[src/rtl/out_port_tx_pkg.sv]
// out_port_tx_pkg
//   Shared definitions for the output-port serial transmitter: FSM state
//   encoding, serial frame constants and the default bit period.
package out_port_tx_pkg;

  typedef enum logic [1:0] {
    ST_IDLE  = 2'd0,
    ST_START = 2'd1,
    ST_DATA  = 2'd2,
    ST_STOP  = 2'd3
  } tx_state_e;

  localparam logic       START_BIT      = 1'b0;
  localparam logic       STOP_BIT       = 1'b1;
  localparam int         DATA_BITS      = 16;
  localparam logic [3:0] LAST_BIT       = 4'(DATA_BITS - 1);
  localparam int         BIT_CYCLES_DEF = 4;

endpackage

[src/rtl/port_fifo.sv]
// port_fifo
//   Synchronous FIFO holding output-port words awaiting transmission.
//   A push to a full FIFO is accepted only if a pop happens at the same edge.
// Ports:
//   i_clk, i_rst_n     clock, async active-low reset
//   i_push, i_data     write strobe and 16-bit word
//   i_pop              remove head word (ignored when empty)
//   o_data             head word
//   o_full, o_empty    occupancy flags
//   o_level            occupancy, 0..DEPTH
module port_fifo #(
  parameter int DEPTH = 4
) (
  input  logic                   i_clk,
  input  logic                   i_rst_n,
  input  logic                   i_push,
  input  logic [15:0]            i_data,
  input  logic                   i_pop,
  output logic [15:0]            o_data,
  output logic                   o_full,
  output logic                   o_empty,
  output logic [$clog2(DEPTH):0] o_level
);

  localparam int AW = $clog2(DEPTH);
  localparam logic [AW:0] FULL_LVL = (AW + 1)'(DEPTH);

  logic [15:0]   r_mem [DEPTH];
  logic [AW-1:0] r_wr_ptr;
  logic [AW-1:0] r_rd_ptr;
  logic [AW:0]   r_level;
  logic          w_do_pop;
  logic          w_do_push;

  assign o_full    = (r_level == FULL_LVL);
  assign o_empty   = (r_level == '0);
  assign o_level   = r_level;
  assign o_data    = r_mem[r_rd_ptr];
  assign w_do_pop  = i_pop && !o_empty;
  // A pop at the same edge frees a slot, so a full FIFO can still take the write.
  assign w_do_push = i_push && (!o_full || w_do_pop);

  // Pointers wrap naturally because DEPTH is a power of two.
  always_ff @(posedge i_clk or negedge i_rst_n) begin
    if (!i_rst_n) begin
      r_wr_ptr <= '0;
      r_rd_ptr <= '0;
      r_level  <= '0;
    end else begin
      if (w_do_push) r_wr_ptr <= r_wr_ptr + 1'b1;
      if (w_do_pop)  r_rd_ptr <= r_rd_ptr + 1'b1;
      case ({w_do_push, w_do_pop})
        2'b10:   r_level <= r_level + 1'b1;
        2'b01:   r_level <= r_level - 1'b1;
        default: r_level <= r_level;
      endcase
    end
  end

  always_ff @(posedge i_clk) begin
    if (w_do_push) r_mem[r_wr_ptr] <= i_data;
  end

endmodule

[src/rtl/out_port_tx.sv]
// out_port_tx
//   Buffers processor output-port words in a FIFO and sends each one as a
//   serial frame: start bit (0), 16 data bits LSB-first, stop bit (1), every
//   bit held BIT_CYCLES clocks. Frames run back-to-back while words remain.
// Ports:
//   clk, reset         clock, async active-low reset
//   outPortData        word to queue
//   outSignalEn        write strobe, one word per high cycle
//   txSerial           registered serial line, idles high
//   busy               frame in progress
//   fifoFull           FIFO holds DEPTH words
//   overflow           sticky: a write was dropped
//   level              FIFO occupancy
//
// state    | meaning
// ST_IDLE  | line high, waiting for a queued word
// ST_START | start bit on the line
// ST_DATA  | data bit r_bit on the line
// ST_STOP  | stop bit; at its end pop the next word or go idle
module out_port_tx
  import out_port_tx_pkg::*;
#(
  parameter int DEPTH      = 4,
  parameter int BIT_CYCLES = BIT_CYCLES_DEF
) (
  input  logic                   clk,
  input  logic                   reset,
  input  logic [15:0]            outPortData,
  input  logic                   outSignalEn,
  output logic                   txSerial,
  output logic                   busy,
  output logic                   fifoFull,
  output logic                   overflow,
  output logic [$clog2(DEPTH):0] level
);

  localparam int CW = $clog2(BIT_CYCLES);
  localparam logic [CW-1:0] CYC_LOAD = CW'(BIT_CYCLES - 1);

  tx_state_e             r_state;
  logic [DATA_BITS-1:0]  r_shift;
  logic [3:0]            r_bit;
  logic [CW-1:0]         r_cyc;
  logic                  r_tx;
  logic                  r_ovf;

  logic [15:0]           w_head;
  logic                  w_empty;
  logic                  w_full;
  logic                  w_cyc_tc;
  logic                  w_pop;
  logic [$clog2(DEPTH):0] w_level;

  assign w_cyc_tc = (r_cyc == '0);
  // Pop when leaving IDLE or when a stop bit completes with more words queued.
  assign w_pop    = !w_empty && ((r_state == ST_IDLE) ||
                                 ((r_state == ST_STOP) && w_cyc_tc));

  port_fifo #(.DEPTH(DEPTH)) u_fifo (
    .i_clk   (clk),
    .i_rst_n (reset),
    .i_push  (outSignalEn),
    .i_data  (outPortData),
    .i_pop   (w_pop),
    .o_data  (w_head),
    .o_full  (w_full),
    .o_empty (w_empty),
    .o_level (w_level)
  );

  always_ff @(posedge clk or negedge reset) begin
    if (!reset) begin
      r_state <= ST_IDLE;
      r_shift <= '0;
      r_bit   <= '0;
      r_cyc   <= '0;
      r_tx    <= STOP_BIT;
    end else begin
      case (r_state)
        ST_IDLE: begin
          r_tx <= STOP_BIT;
          if (w_pop) begin
            r_shift <= w_head;
            r_cyc   <= CYC_LOAD;
            r_tx    <= START_BIT;
            r_state <= ST_START;
          end
        end
        ST_START: begin
          if (w_cyc_tc) begin
            r_bit   <= '0;
            r_cyc   <= CYC_LOAD;
            r_tx    <= r_shift[0];
            r_state <= ST_DATA;
          end else begin
            r_cyc <= r_cyc - 1'b1;
          end
        end
        ST_DATA: begin
          if (w_cyc_tc) begin
            r_cyc <= CYC_LOAD;
            if (r_bit == LAST_BIT) begin
              r_tx    <= STOP_BIT;
              r_state <= ST_STOP;
            end else begin
              r_bit   <= r_bit + 1'b1;
              r_shift <= r_shift >> 1;
              r_tx    <= r_shift[1];
            end
          end else begin
            r_cyc <= r_cyc - 1'b1;
          end
        end
        ST_STOP: begin
          if (w_cyc_tc) begin
            if (w_pop) begin
              r_shift <= w_head;
              r_cyc   <= CYC_LOAD;
              r_tx    <= START_BIT;
              r_state <= ST_START;
            end else begin
              r_tx    <= STOP_BIT;
              r_state <= ST_IDLE;
            end
          end else begin
            r_cyc <= r_cyc - 1'b1;
          end
        end
        default: begin
          r_tx    <= STOP_BIT;
          r_state <= ST_IDLE;
        end
      endcase
    end
  end

  // Dropped write: full FIFO with no pop freeing a slot at this edge.
  always_ff @(posedge clk or negedge reset) begin
    if (!reset) begin
      r_ovf <= 1'b0;
    end else if (outSignalEn && w_full && !w_pop) begin
      r_ovf <= 1'b1;
    end
  end

  assign txSerial = r_tx;
  assign busy     = (r_state != ST_IDLE);
  assign fifoFull = w_full;
  assign overflow = r_ovf;
  assign level    = w_level;

endmodule
[config.mk]
export PLATFORM = sky130hd
export DESIGN_NAME = out_port_tx
export DESIGN_NICKNAME = d
export VERILOG_FILES = /design/src/rtl/out_port_tx_pkg.sv /design/src/rtl/port_fifo.sv /design/src/rtl/out_port_tx.sv
export SDC_FILE = /design/constraint.sdc
export NUM_CORES = 1
export LEC_CHECK = 0
export CAP_MARGIN = 10
export CORE_MARGIN = 2
export CORE_UTILIZATION = 52
export DETAILED_ROUTE_END_ITERATION = 8
export GPL_ROUTABILITY_DRIVEN = 0
export GPL_TIMING_DRIVEN = 0
export PLACE_DENSITY = 0.71
export SLEW_MARGIN = 20
export SYNTH_ARGS = -nofsm -noshare
export SYNTH_HDL_FRONTEND = slang
export SYNTH_SLANG_ARGS = --single-unit
export TNS_END_PERCENT = 10
[constraint.sdc]
create_clock -name clk -period 2.52 [get_ports clk]
set_input_delay 0.378 -clock clk [delete_from_list [all_inputs] [get_ports clk]]
set_output_delay 0.378 -clock clk [all_outputs]
set_load 0.1 [all_outputs]
==> flow_summary.html, run 1 <==
<table>
<tr><th>Metric</th><th>Value</th></tr>
<tr><th colspan="2">Global route</th></tr>
<tr><td>Number of global-route vias before repair</td><td>2283</td></tr>
<tr><td>Initial antenna violation count</td><td>0</td></tr>
<tr><td>Wire length of the first global-routing pass</td><td>11360 um</td></tr>
<tr><td>Maximum number of pins on one net before global-route repair</td><td>30</td></tr>
<tr><td>Total global routing overflow</td><td>0</td></tr>
<tr><td>GRT Overall Usage</td><td>17.38%</td></tr>
<tr><th colspan="2">Logic synthesis</th></tr>
<tr><td>Combinational family with the most area after synthesis</td><td>multiplexers</td></tr>
<tr><td>Number of synthesized flops with an enable pin</td><td>64</td></tr>
<tr><td>Average cell area after synthesis</td><td>15.48 um^2</td></tr>
<tr><td>Synthesized-area fraction occupied by and/or/nand/nor cells</td><td>6.742%</td></tr>
<tr><td>Adder and majority gate portion of the synthesized area</td><td>4.057%</td></tr>
<tr><td>Compound-Gate Fraction of Synth Area</td><td>6.116%</td></tr>
<tr><td>Most instantiated flip-flop cell in the synthesis netlist</td><td>sky130_fd_sc_hd__edfxtp_1</td></tr>
<tr><td>Synthesized instance count</td><td>271</td></tr>
<tr><td>Multiplexer fraction of the synthesized cell area</td><td>13.54%</td></tr>
<tr><td>Share of the synthesized netlist area taken by xor and xnor gates</td><td>1.044%</td></tr>
<tr><td>Total nets after synthesis</td><td>303</td></tr>
<tr><td>Distinct cell type count of the synthesized netlist</td><td>46</td></tr>
<tr><td>Share of flip-flops with an asynchronous set or reset after synthesis</td><td>34.02%</td></tr>
<tr><td>Sequential fraction of the synthesis area</td><td>65.54%</td></tr>
<tr><td>Synth Register Bits</td><td>97</td></tr>
<tr><td>Area of the mapped netlist</td><td>4194 um^2</td></tr>
<tr><td>Warning count from the yosys run</td><td>0</td></tr>
<tr><th colspan="2">Final layout</th></tr>
<tr><td>Number of nets in the layout</td><td>341</td></tr>
<tr><td>Sequential cell area in the final layout</td><td>2749 um^2</td></tr>
<tr><td>Growth of design area from synthesis to finish</td><td>14.44%</td></tr>
<tr><td>Share of post-route cells with drive strength above 1</td><td>17.89%</td></tr>
<tr><td>Top library cells by usage in the layout, fill and taps aside</td><td>sky130_fd_sc_hd__edfxtp_1 (64), sky130_fd_sc_hd__dfrtp_1 (32), sky130_fd_sc_hd__clkdlybuf4s50_1 (22), sky130_fd_sc_hd__nand3_1 (17)</td></tr>
<tr><td>Multi-input gate area in the final layout</td><td>1334 um^2</td></tr>
<tr><td>Filler Cells Inserted</td><td>603</td></tr>
<tr><td>Leading cell type in the layout, fill and taps excluded</td><td>sky130_fd_sc_hd__edfxtp_1</td></tr>
<tr><td>Number of antenna repair diodes</td><td>0</td></tr>
<tr><td>Post-layout instance count excluding filler cells</td><td>415</td></tr>
<tr><th colspan="2">Setup path</th></tr>
<tr><td>Capturing point of the worst reg2reg path</td><td>u_fifo.o_level[2]$_DFFE_PN0P_</td></tr>
<tr><td>Critical path capture point type</td><td>output pin</td></tr>
<tr><td>Kind of critical path</td><td>reg -&gt; out</td></tr>
<tr><td>Reg-to-reg critical path startpoint</td><td>r_cyc[0]$_DFF_PN0_</td></tr>
<tr><td>Length in cells of the worst reg-to-reg path</td><td>10</td></tr>
<tr><td>Critical path data required time</td><td>2.14 ns</td></tr>
<tr><td>List of cells traversed by the critical path</td><td>inv_1, ha_1, inv_1, dlygate4sd2_1</td></tr>
<tr><td>Critical Path Source</td><td>r_state[0]$_DFFE_PN0P_</td></tr>
<tr><td>Kind of start point of the critical path</td><td>flip-flop</td></tr>
<tr><td>Register-to-register path setup slack</td><td>0.15 ns</td></tr>
<tr><td>Largest stage delay, worst path</td><td>0.84 ns</td></tr>
<tr><td>Standard cell with the maximum stage delay on the critical path</td><td>sky130_fd_sc_hd__dlygate4sd2_1</td></tr>
<tr><td>Cell with the most instances on the worst path</td><td>sky130_fd_sc_hd__inv_1</td></tr>
<tr><td>Critical-path maximum fanout</td><td>5</td></tr>
<tr><td>Arrival time at the worst endpoint</td><td>2.04 ns</td></tr>
<tr><th colspan="2">Placement</th></tr>
<tr><td>Number of cells after detailed placement</td><td>399</td></tr>
<tr><td>Detailed placer's ending HPWL</td><td>4676 um</td></tr>
<tr><td>Count of input and output buffers</td><td>25</td></tr>
<tr><td>Worst slack at placement</td><td>-0.005379 ns</td></tr>
<tr><th colspan="2">Timing</th></tr>
<tr><td>Headroom to the max-slew limit</td><td>35.60%</td></tr>
<tr><td>Tmin final</td><td>2.419 ns</td></tr>
<tr><td>Transition time at the pin with the least slew margin</td><td>0.9630 ns</td></tr>
<tr><td>RSZ-0062 raised after global routing</td><td>false</td></tr>
<tr><td>Setup WS post-layout</td><td>0.1011 ns</td></tr>
<tr><td>Setup violations, final</td><td>0</td></tr>
<tr><td>Max-slew violation total from the final report</td><td>0</td></tr>
<tr><td>Final-report hold violation count</td><td>0</td></tr>
<tr><td>Fmax</td><td>413.4 MHz</td></tr>
<tr><td>Total Neg Setup Slack</td><td>0 ns</td></tr>
<tr><td>Post-route clock skew</td><td>0.006713 ns</td></tr>
<tr><td>Share of the cycle needed by the critical path after routing</td><td>95.99%</td></tr>
<tr><th colspan="2">Floorplanning</th></tr>
<tr><td>Boundary Pins</td><td>26</td></tr>
<tr><td>Placeable Area</td><td>7767 um^2</td></tr>
<tr><td>Die area</td><td>8799 um^2</td></tr>
<tr><td>Initial Util</td><td>53.99%</td></tr>
<tr><td>Placement row count</td><td>32</td></tr>
<tr><td>Vertical extent of the die</td><td>93.81 um</td></tr>
<tr><td>Die Wd</td><td>93.81 um</td></tr>
<tr><th colspan="2">Power and ir drop</th></tr>
<tr><td>Design Power</td><td>3867 uW</td></tr>
<tr><td>Cell area power density</td><td>805.6 nW/um^2</td></tr>
<tr><td>Reported leakage power</td><td>0.001861 uW</td></tr>
<tr><td>Worst vdd ir</td><td>0.4991 mV</td></tr>
<tr><th colspan="2">Outcome</th></tr>
<tr><td>Outcome</td><td>finished clean</td></tr>
<tr><th colspan="2">Clock tree</th></tr>
<tr><td>Clock H-tree levels</td><td>3</td></tr>
<tr><td>Post-CTS Setup Repair Bufs</td><td>0</td></tr>
<tr><td>TritonCTS buffer count</td><td>9</td></tr>
<tr><td>CTS tree</td><td>built</td></tr>
<tr><td>Clock insertion delay at the later pin of the skew report</td><td>0.35 ns</td></tr>
<tr><td>Library cell used as clock root buffer</td><td>sky130_fd_sc_hd__clkbuf_8</td></tr>
<tr><td>Clock buffer depth</td><td>2</td></tr>
<tr><td>Clock Sink Count</td><td>97</td></tr>
<tr><td>Clock transition at the registers of the reported paths</td><td>0.09 ns</td></tr>
<tr><th colspan="2">Detailed routing</th></tr>
<tr><td>1st-pass router iterations</td><td>4</td></tr>
<tr><td>Detailed-route via count</td><td>2313</td></tr>
<tr><td>Mean routed wirelength per cell</td><td>16.89 um</td></tr>
<tr><td>DRC violations left</td><td>0</td></tr>
<tr><td>Starting DRC count in detailed routing</td><td>125</td></tr>
<tr><td>Total wire length</td><td>7010 um</td></tr>
<tr><td>Number of routed nets with antenna violations</td><td>0</td></tr>
<tr><td>Drt via density</td><td>5.573</td></tr>
<tr><th colspan="2">Run</th></tr>
<tr><td>Maxcap violations</td><td>0</td></tr>
<tr><th colspan="2">Min path</th></tr>
<tr><td>Hold crit path type</td><td>in -&gt; async</td></tr>
</table>
[worst max-delay path: cells and delay by family, from the launching register on]
family     cells  cell delay, ns
flops          1            0.43
fa+ha+maj      1            0.25
buf+inv        3            1.01
[cell families after synthesis]
kind of cell / after synthesis
AOI/OAI and AO/OA: 40
xor gates and xnor gates: 5
adders and majority gates: 13
buffers and inverters: 28
DFF: 97
muxes: 36
and+or+nand+nor: 52
[area by class of cell]
type                            instances  area share, %
Sequential cell                        97          57.27
Multi-Input combinational cell        146          27.79
Timing Repair Buffer                   27          5.605
Tap cell                              102          2.659
Clock buffer                            9          2.581
Buffer                                 13          1.512
Clock inverter                          6          1.408
Inverter                               15          1.173
[synthesized netlist by cell type (all sizes together), types with 2 or more instances]
master	number	area share, %
and2	6	0.90
nand2	9	0.81
o31ai	2	0.48
inv	15	1.3
o21ai	20	2.5
mux2	3	0.81
nand2b	2	0.30
edfxtp	64	46
xor2	2	0.42
a21oi	5	0.60
nor2	4	0.36
mux4	16	8.6
mux2i	17	4.1
a21o	2	0.36
xnor2	3	0.63
a22o	5	1.0
or3	2	0.42
clkbuf	4	0.36
buf	9	1.3
ha	12	3.6
dfrtp	32	19
nand4b	2	0.42
nand3	17	2.0
nor3	6	0.72
[timing repair]
action,4_1_cts,5_1_grt
hold endpoints to repair,4,0
cloned,0,0
endpoints found under the setup margin,18,50
gates resized for setup,4,7
hold buffers,1,0
[per-stage QoR]
| stage | utilization (%) | cell area, um^2 | hold slack [ns] |
|---|---|---|---|
| after floorplan | - | 4194 | 0.08241 |
| after global placement | 58.86 | 4572 | 0.4385 |
| final | 61.79 | 4800 | 0.3798 |
| after CTS | 61.65 | 4788 | 0.3755 |
| after global routing | 61.79 | 4800 | 0.3752 |
| after detailed placement | 59.05 | 4587 | 0.2181 |
[worst max-delay path by stage]
stage | depth (start not counted) | endpoint | slack, ns
after floorplan | 7 | u_fifo.o_level[2]$_DFFE_PN0P_ | 0.04
after global placement | 7 | u_fifo.r_mem[0][10]$_DFFE_PP_ | -0.0009
after detailed placement | 7 | u_fifo.r_mem[1][13]$_DFFE_PP_ | -0.005
after CTS | 3 | fifoFull | -0.003
after global routing | 10 | u_fifo.o_level[2]$_DFFE_PN0P_ | 0.01
final | 4 | busy | 0.10
[sequential cells by signal (all words and copies together), names as in the netlist]
signal and count:
u_fifo.r_mem 64, r_shift 16, r_bit 4, u_fifo.o_level 3
r_cyc 2, r_state 2, u_fifo.r_rd_ptr 2, u_fifo.r_wr_ptr 2
overflow 1, txSerial 1
[metal layers]
| layer | wire length, um | global-route usage [%] | part of all wire (%) |
|---|---|---|---|
| met2 | 3331 | 26.67 | 48 |
| met3 | 238 | 3.210 | 3.4 |
| met4 | 150 | 8.575 | 2.1 |
| met1 | 3290 | 24.17 | 47 |
| met5 | 0 | 0 | 0 |
[power by group]
group	internal, uW	switching [uW]
clock	457	529
sequential	1980	88.4
combinational	244	567
Power figures use the tool's default switching activity.
==> run 2, diff against run 1 <==
Settings changed: SLEW_MARGIN 20 to unset.
==> flow_summary.html, run 2 (same netlist as run 1, synthesis figures left out) <==
<table>
<tr><th>Metric</th><th>Value</th></tr>
<tr><th colspan="2">Clock tree</th></tr>
<tr><td>Post-CTS Setup Repair Bufs</td><td>0 (unchanged)</td></tr>
<tr><td>CTS tree</td><td>built (unchanged)</td></tr>
<tr><td>Clock transition at the registers of the reported paths</td><td>0.10 ns (was 0.09 ns)</td></tr>
<tr><td>Clock buffer depth</td><td>2 (unchanged)</td></tr>
<tr><td>Library cell used as clock root buffer</td><td>sky130_fd_sc_hd__clkbuf_8 (unchanged)</td></tr>
<tr><td>Clock H-tree levels</td><td>3 (unchanged)</td></tr>
<tr><td>TritonCTS buffer count</td><td>9 (unchanged)</td></tr>
<tr><td>Clock insertion delay at the later pin of the skew report</td><td>0.36 ns (was 0.35 ns)</td></tr>
<tr><td>Clock Sink Count</td><td>97 (unchanged)</td></tr>
<tr><th colspan="2">Global route</th></tr>
<tr><td>Number of global-route vias before repair</td><td>2251 (was 2283)</td></tr>
<tr><td>Total global routing overflow</td><td>0 (unchanged)</td></tr>
<tr><td>Maximum number of pins on one net before global-route repair</td><td>34 (was 30)</td></tr>
<tr><td>Wire length of the first global-routing pass</td><td>11540 um (was 11360 um)</td></tr>
<tr><td>GRT Overall Usage</td><td>17.57% (was 17.38%)</td></tr>
<tr><td>Initial antenna violation count</td><td>0 (unchanged)</td></tr>
<tr><th colspan="2">Floorplanning</th></tr>
<tr><td>Placeable Area</td><td>7767 um^2 (unchanged)</td></tr>
<tr><td>Initial Util</td><td>53.99% (unchanged)</td></tr>
<tr><td>Boundary Pins</td><td>26 (unchanged)</td></tr>
<tr><td>Placement row count</td><td>32 (unchanged)</td></tr>
<tr><td>Vertical extent of the die</td><td>93.81 um (unchanged)</td></tr>
<tr><td>Die Wd</td><td>93.81 um (unchanged)</td></tr>
<tr><td>Die area</td><td>8799 um^2 (unchanged)</td></tr>
<tr><th colspan="2">Detailed routing</th></tr>
<tr><td>DRC violations left</td><td>0 (unchanged)</td></tr>
<tr><td>Detailed-route via count</td><td>2280 (was 2313)</td></tr>
<tr><td>1st-pass router iterations</td><td>4 (unchanged)</td></tr>
<tr><td>Total wire length</td><td>6959 um (was 7010 um)</td></tr>
<tr><td>Mean routed wirelength per cell</td><td>16.81 um (was 16.89 um)</td></tr>
<tr><td>Drt via density</td><td>5.507 (was 5.573)</td></tr>
<tr><td>Starting DRC count in detailed routing</td><td>115 (was 125)</td></tr>
<tr><td>Number of routed nets with antenna violations</td><td>0 (unchanged)</td></tr>
<tr><th colspan="2">Timing</th></tr>
<tr><td>Post-route clock skew</td><td>0.01026 ns (was 0.006713 ns)</td></tr>
<tr><td>Tmin final</td><td>2.451 ns (was 2.419 ns)</td></tr>
<tr><td>Final-report hold violation count</td><td>0 (unchanged)</td></tr>
<tr><td>RSZ-0062 raised after global routing</td><td>true (was false)</td></tr>
<tr><td>Share of the cycle needed by the critical path after routing</td><td>97.26% (was 95.99%)</td></tr>
<tr><td>Fmax</td><td>408.0 MHz (was 413.4 MHz)</td></tr>
<tr><td>Headroom to the max-slew limit</td><td>35.19% (was 35.60%)</td></tr>
<tr><td>Setup violations, final</td><td>0 (unchanged)</td></tr>
<tr><td>Transition time at the pin with the least slew margin</td><td>0.9691 ns (was 0.9630 ns)</td></tr>
<tr><td>Max-slew violation total from the final report</td><td>0 (unchanged)</td></tr>
<tr><th colspan="2">Min path</th></tr>
<tr><td>Hold crit path type</td><td>in -&gt; async (unchanged)</td></tr>
<tr><th colspan="2">Run</th></tr>
<tr><td>Maxcap violations</td><td>0 (unchanged)</td></tr>
<tr><th colspan="2">Setup path</th></tr>
<tr><td>Critical path capture point type</td><td>output pin (unchanged)</td></tr>
<tr><td>Arrival time at the worst endpoint</td><td>2.07 ns (was 2.04 ns)</td></tr>
<tr><td>Critical path data required time</td><td>2.14 ns (about the same)</td></tr>
<tr><td>Critical-path maximum fanout</td><td>5 (unchanged)</td></tr>
<tr><td>Kind of start point of the critical path</td><td>flip-flop (unchanged)</td></tr>
<tr><td>Register-to-register path setup slack</td><td>0.16 ns (was 0.15 ns)</td></tr>
<tr><td>Kind of critical path</td><td>reg -&gt; out (unchanged)</td></tr>
<tr><th colspan="2">Final layout</th></tr>
<tr><td>Number of antenna repair diodes</td><td>0 (unchanged)</td></tr>
<tr><td>Top reg by flops</td><td>u_fifo.r_mem (unchanged)</td></tr>
<tr><td>Filler Cells Inserted</td><td>600 (was 603)</td></tr>
<tr><td>Growth of design area from synthesis to finish</td><td>14.11% (was 14.44%)</td></tr>
<tr><td>Top library cells by usage in the layout, fill and taps aside</td><td>sky130_fd_sc_hd__edfxtp_1 (64), sky130_fd_sc_hd__dfrtp_1 (32), sky130_fd_sc_hd__clkdlybuf4s50_1 (22), sky130_fd_sc_hd__nand3_1 (17) (unchanged)</td></tr>
<tr><td>Biggest regs</td><td>u_fifo.r_mem: 64 flops, r_shift: 16 flops, r_bit: 4 flops (unchanged)</td></tr>
<tr><td>Share of post-route cells with drive strength above 1</td><td>17.63% (was 17.89%)</td></tr>
<tr><td>Number of nets in the layout</td><td>339 (was 341)</td></tr>
<tr><td>Summed area of non-filler cells in the final layout</td><td>4786 um^2 (was 4800 um^2)</td></tr>
<tr><td>Max FFs per register</td><td>64 (unchanged)</td></tr>
<tr><td>Leading cell type in the layout, fill and taps excluded</td><td>sky130_fd_sc_hd__edfxtp_1 (unchanged)</td></tr>
<tr><th colspan="2">Power and ir drop</th></tr>
<tr><td>Design Power</td><td>3911 uW (was 3867 uW)</td></tr>
<tr><td>Cell area power density</td><td>817.2 nW/um^2 (was 805.6 nW/um^2)</td></tr>
<tr><td>Worst vdd ir</td><td>0.4925 mV (was 0.4991 mV)</td></tr>
<tr><td>Reported leakage power</td><td>0.001850 uW (was 0.001861 uW)</td></tr>
<tr><th colspan="2">Placement</th></tr>
<tr><td>Dpl cell area</td><td>4567 um^2 (was 4587 um^2)</td></tr>
<tr><td>Count of input and output buffers</td><td>25 (unchanged)</td></tr>
<tr><td>Detailed placer's ending HPWL</td><td>4595 um (was 4676 um)</td></tr>
<tr><th colspan="2">Outcome</th></tr>
<tr><td>Outcome</td><td>finished clean (unchanged)</td></tr>
</table>
## run 2: cell count changes in the layout (fill, tap and decap cells not counted), sizes merged
cell / delta
clkinv: -2
inv: +2
buf: -1
clkdlybuf4s15: +1
dlygate4sd3: -1
## run 2: critical path, cell delays in order, from the launching register on
cell and delay, ns:
sky130_fd_sc_hd__dfrtp_1 0.44, sky130_fd_sc_hd__inv_1 0.11, sky130_fd_sc_hd__ha_1 0.25, sky130_fd_sc_hd__inv_1 0.06
sky130_fd_sc_hd__dlygate4sd2_1 0.84
## run 2: final cells by class
class,instances,area [um^2],share of cell area [%]
inverters,15,56.30,1.176
plain buffers,13,72.57,1.516
clock inverters,6,73.82,1.542
flip-flops and latches,97,2749,57.44
multi-input cells,146,1334,27.87
well taps,102,127.6,2.667
repair buffers,25,245.2,5.124
clock buffers,10,127.6,2.667
## run 2: through the flow
stage	hold WS, ns	worst slack, ns	util (%)	instances	TNS [ns]
after detailed placement	0.4515	-0.008037	58.80	398	-0.09816
after global placement	0.4385	-0.0008908	58.86	398	-0.003718
after CTS	0.09421	0.001449	61.40	414	0
after global routing	0.1124	-0.007784	61.61	414	-0.007784
final	0.06744	0.06902	61.61	414	0
after floorplan	0.08241	0.03746	-	271	0
## run 2: final timing paths
check	from	to	depth (start not counted)
hold reg to reg	overflow$_DFFE_PN0P_	overflow$_DFFE_PN0P_	1
setup reg to reg	r_cyc[0]$_DFF_PN0_	u_fifo.o_level[2]$_DFFE_PN0P_	10
hold / removal	reset	u_fifo.o_level[0]$_DFFE_PN0P_	1
max in group asynchronous	reset	r_shift[5]$_DFFE_PN0P_	1
min in group clk	overflow$_DFFE_PN0P_	overflow$_DFFE_PN0P_	1
setup / recovery	r_state[0]$_DFFE_PN0P_	busy	4
## run 2: layer usage
metal,vias to the layer above,track usage [%],part of all wire [%]
met5,-,0,0
met4,0,5.435,1.3
met3,10,4.414,3.1
met2,32,27.20,47
met1,1143,24.89,48
li1,1095,-,-
## run 2: power by group
group          switching (uW)  internal (uW)
Clock                     558            474
Sequential               89.8           1980
Combinational             567            243
Total                    1210           2700
## run 2: timing repair
| action | 4_1_cts | 5_1_grt |
|---|---|---|
| gates resized for setup | 5 | 6 |
| endpoints found under the setup margin | 18 | 49 |
| hold buffers | 0 | 0 |
| cloned | 0 | 0 |
| pin swaps | 0 | 0 |
